## src/rtl/eight_bit_adder_pkg.sv

```systemverilog
// Shared types and widths for the registered ripple-carry adder.
// The optional EIGHT_BIT_ADDER_OVF_EN build adds a signed-overflow output to eight_bit_adder.
package eight_bit_adder_pkg;

    localparam int unsigned ADDER_WIDTH = 8;

    typedef logic [ADDER_WIDTH-1:0] operand_t;
    typedef logic [ADDER_WIDTH:0]   sum_t;

endpackage

```

## src/rtl/eight_bit_adder_full_adder_cell.sv

```systemverilog
// One-bit full adder: the ripple-chain leaf cell of eight_bit_adder.
module full_adder_cell (
    input  logic a,
    input  logic b,
    input  logic cin,
    output logic s,
    output logic cout
);

    assign s    = a ^ b ^ cin;
    assign cout = (a & b) | (a & cin) | (b & cin);

endmodule

```

## src/rtl/eight_bit_adder.sv

```systemverilog
// Registered unsigned adder built from a ripple chain of full_adder_cell, one output stage.
// Define EIGHT_BIT_ADDER_OVF_EN to add the registered two's-complement overflow output.
module eight_bit_adder
    import eight_bit_adder_pkg::*;
#(
    parameter int unsigned WIDTH = ADDER_WIDTH
) (
    input  logic             clk,
    input  logic             rst_n,
    input  logic             in_valid,
    input  logic [WIDTH-1:0] a,
    input  logic [WIDTH-1:0] b,
    output logic [WIDTH-1:0] y,
    output logic             carry_out,
`ifdef EIGHT_BIT_ADDER_OVF_EN
    output logic             overflow,
`endif
    output logic             out_valid
);

    logic [WIDTH:0]   w_carry;
    logic [WIDTH-1:0] w_sum;
    logic [WIDTH-1:0] r_y;
    logic             r_carry;
    logic             r_valid;

    assign w_carry[0] = 1'b0;

    for (genvar i = 0; i < WIDTH; i++) begin : g_cell
        full_adder_cell u_cell (
            .a   (a[i]),
            .b   (b[i]),
            .cin (w_carry[i]),
            .s   (w_sum[i]),
            .cout(w_carry[i+1])
        );
    end

    // Result registers hold their value when no new operand arrives.
    always_ff @(posedge clk) begin
        if (!rst_n) begin
            r_y     <= '0;
            r_carry <= 1'b0;
            r_valid <= 1'b0;
        end else begin
            r_valid <= in_valid;
            if (in_valid) begin
                r_y     <= w_sum;
                r_carry <= w_carry[WIDTH];
            end
        end
    end

    assign y         = r_y;
    assign carry_out = r_carry;
    assign out_valid = r_valid;

`ifdef EIGHT_BIT_ADDER_OVF_EN
    logic w_ovf;
    logic r_ovf;

    // Carry into and out of the sign bit disagree exactly on signed overflow.
    assign w_ovf = w_carry[WIDTH] ^ w_carry[WIDTH-1];

    always_ff @(posedge clk) begin
        if (!rst_n) begin
            r_ovf <= 1'b0;
        end else if (in_valid) begin
            r_ovf <= w_ovf;
        end
    end

    assign overflow = r_ovf;
`endif

endmodule

```

## config.mk

```make
export PLATFORM = sky130hd
export DESIGN_NAME = eight_bit_adder
export DESIGN_NICKNAME = d
export VERILOG_FILES = /design/src/rtl/eight_bit_adder_pkg.sv /design/src/rtl/eight_bit_adder_full_adder_cell.sv /design/src/rtl/eight_bit_adder.sv
export SDC_FILE = /design/constraint.sdc
export NUM_CORES = 1
export LEC_CHECK = 0
export CORE_MARGIN = 1
export CORE_UTILIZATION = 34
export CTS_BUF_LIST = sky130_fd_sc_hd__clkbuf_8
export DETAILED_ROUTE_END_ITERATION = 16
export GPL_ROUTABILITY_DRIVEN = 0
export PLACE_DENSITY = 0.68
export SYNTH_ARGS = -nofsm -noshare
export SYNTH_HDL_FRONTEND = slang
export SYNTH_HIERARCHICAL = 1
export SYNTH_SLANG_ARGS = --single-unit
```

## constraint.sdc

```tcl
create_clock -name clk -period 4.91 [get_ports clk]
set_input_delay 0.491 -clock clk [delete_from_list [all_inputs] [get_ports clk]]
set_output_delay 0.491 -clock clk [all_outputs]
set_load 0.005 [all_outputs]
```

==> summary.md <==
| Metric | Value |
|---|---|
| Final-report setup violation count | 0 |
| CP Launch Type | input pin |
| Synth Instances | 39 |
| Seq/Total Area, Yosys | 37.8% |
| Placed Instances | 81 |
| CP most frequent cell | fa_1 |
| Buffers on Ports | 28 |
| Worst reg2reg path startpoint | y[0] |
| Unique masters post-synth | 7 |
| Hold Fails Final Rpt | 0 |
| PD cells | 294 nW/um^2 |
| Synth warnings | 6 |
| Status | finished clean |
| Min-delay src | y[1] |
| Cell depth of the worst flop-to-flop path | 2 |
| RSZ-0062 raised after global routing | no |
| Grt total ovfl | 0 |
| First-pass GRT wire length | 1520 um |
| Starting Density | 38.7% |
| Peak supply drop | 173 uV |
| Non-filler instance count after layout | 85 |
| Fmax | 237 MHz |
| Cell area after layout | 872 sq um |
| TritonCTS buffer count | 3 |
| Bufs on Longest Clock Path | 2 |
| Post-Syn Nets | 66 |
| WP data arrival | 4.34 ns |
| CP Class | in -> reg |
| First drt pass iteration count | 3 |
| Post-place instance area | 817 sq um |
| CTS tree | done |
| Final Critical Period | 4.22 ns |
| Root buffer cell | clkbuf_8 |
| Initial antenna violation count | 0 |
| Vias per inst | 4.49 |
| DR iter-0 viols | 2 |
| HP Class | reg -> reg |
| Skew-Pair Late Insertion Delay | 0.23 ns |
| Synth top area share | 37.8% |
| Resized cells post-CTS | 0 |
| Setup_tns | 0 ns |
| Worst reg-to-reg setup slack | 4.29 ns |
| Largest net degree at the start of global routing | 11 |
| Fillers | 126 |
| Layout cells sized above 1 | 7.14% |
| GR Util All Layers | 11.4% |
| Yosys top cell by area | dfxtp_1 |
| Synth Register Bits | 10 |
| Ports | 29 |
| # clock sinks | 10 |
| CTS H-tree depth | 1 |
| Crit. End Element | register |
| Number of global-route vias before repair | 372 |
| Tightest Pin Transition | 0.568 ns |
| Max Slew Vio Count | 0 |
| Drt wl/cell | 10.8 um |
| Layout Nets | 98 |
| Mean area per synthesized cell | 13.6 sq um |
| WP buf/inv | 1 |
| Reg2reg end | y[0] |
| Inserted Diodes | 0 |
| Worst-path maximum fanout | 1 |
| Hold WS | 0.516 ns |
| Core area | 1370 sq um |
| Die ar. | 1720 sq um |
| Slowest CP cell | fa_1 |
| Static Leakage | 0.351 nW |
| Skew final | 0 ns |
| Number of setup buffers added after CTS | 0 |
| DRC Markers | 0 |
| Row cnt | 13 |
| WL final | 917 um |
| Hold_buf cts | 0 |
| Final period utilization | 86.0% |
| CP peak stage delay | 0.44 ns |
| Via count | 382 |
| Die height | 41.5 um |
| Pre-CTS WS | 0.422 ns |
| Die X | 41.5 um |
| Max Cap Viol | 0 |
| Synth area leaders | dfxtp_1 38%, fa_1 30%, mux2i_1 17%, nor2b_1 11%, buf_6 2.1% |
| Slew headroom | 62.0% |
| CTS clock-pin slew for the worst setup and hold paths | 0.05 ns |
| Layout area overhead | 64.8% |
| Worst path cell trace | clkdlybuf4s50_1 -> fa_1 -> fa_1 -> fa_1 -> fa_1 -> fa_1 -> fa_1 -> fa_1 -> fa_1 -> mux2i_1 -> nor2b_1 |
| Post-Syn Area | 529 sq um |
| Hold path depth | 2 |
| Final ANT Viol Nets | 0 |
| Worst path top cell family by delay | adder cells |
| Final worst slack | 0.685 ns |
| Sink of the worst hold path | y[1] |
| Worst path required time | 5.03 ns |
## cell usage in the layout (no fill, tap or decap)
master | netlist | routed
and2_2 | 1 | 1
clkbuf_8 | 0 | 4
clkdlybuf4s50_1 | 0 | 28
conb_1 | 1 | 1
dfxtp_1 | 10 | 10
fa_1 | 8 | 8
mux2i_1 | 9 | 9
nor2b_1 | 9 | 9
## Yosys cell counts
master,count
buf_6,1
mux2i_1,9
fa_1,8
conb_1,1
nor2b_1,9
and2_2,1
dfxtp_1,10
## logic make-up (layout without fill, tap and decap cells)
kind of cell | after synthesis | count (layout) | share of synthesized area [%]
AND/OR/NAND/NOR | 10 | 10 | 12.1
other | 1 | 1 | 0.709
flip-flops | 10 | 10 | 37.8
adder cells (fa/ha/maj) | 8 | 8 | 30.3
multiplexers | 9 | 9 | 17.0
buffers and inverters | 1 | 32 | 2.13
## routing by layer
metal | vias up | share of wire (%) | track usage [%]
li1 | 184 | - | -
met1 | 181 | 46 | 14.5
met2 | 17 | 47 | 18.8
met3 | 0 | 6.9 | 3.04
met4 | 0 | 0 | 3.87
met5 | - | 0 | 0
## per-stage QoR
| step | util (%) | total power [mW] |
|---|---|---|
| 2_1_floorplan | - | 0.120 |
| 4_1_cts | 63.8 | 0.261 |
| 3_3_place_gp | 59.8 | 0.158 |
| 3_5_place_dp | 59.8 | 0.159 |
| 5_1_grt | 63.8 | 0.273 |
| 6_report | 63.8 | 0.257 |
## power by group
group | switching, mW | internal (mW) | leakage (nW)
logic | 0.0211 | 0.0412 | 0.240
clock network | 0.0306 | 0.0703 | 0.0288
registers | 0.00379 | 0.0896 | 0.0827
## tightest hold or removal path, cell delays in order, from the launching register on
cell and delay [ns]:
dfxtp_1 0.32, mux2i_1 0.07, nor2b_1 0.09
## sequential cells by signal (all words and copies together) (netlist names)
name	count
out_valid	1
carry_out	1
y	8
## area by class of cell
type	count	area (sq um)	area share, %
multi-input combinational	28	318	36.4
timing repair buffer	28	280	32.1
sequential	10	200	23.0
clock buffer	4	55.1	6.31
tap	15	18.8	2.15
## how the worst max path moves through the flow
stage | from | to | slack, ns | cells after the start
floorplan | a[0] | y[7] | 1.01 | 10
global placement | a[0] | y[7] | 0.47 | 11
CTS | a[0] | y[7] | 0.66 | 11
global route | a[0] | y[7] | 0.50 | 11
detailed placement | a[0] | y[7] | 0.42 | 11
finish | a[0] | y[7] | 0.69 | 11
(Power assumes the default switching activity.)
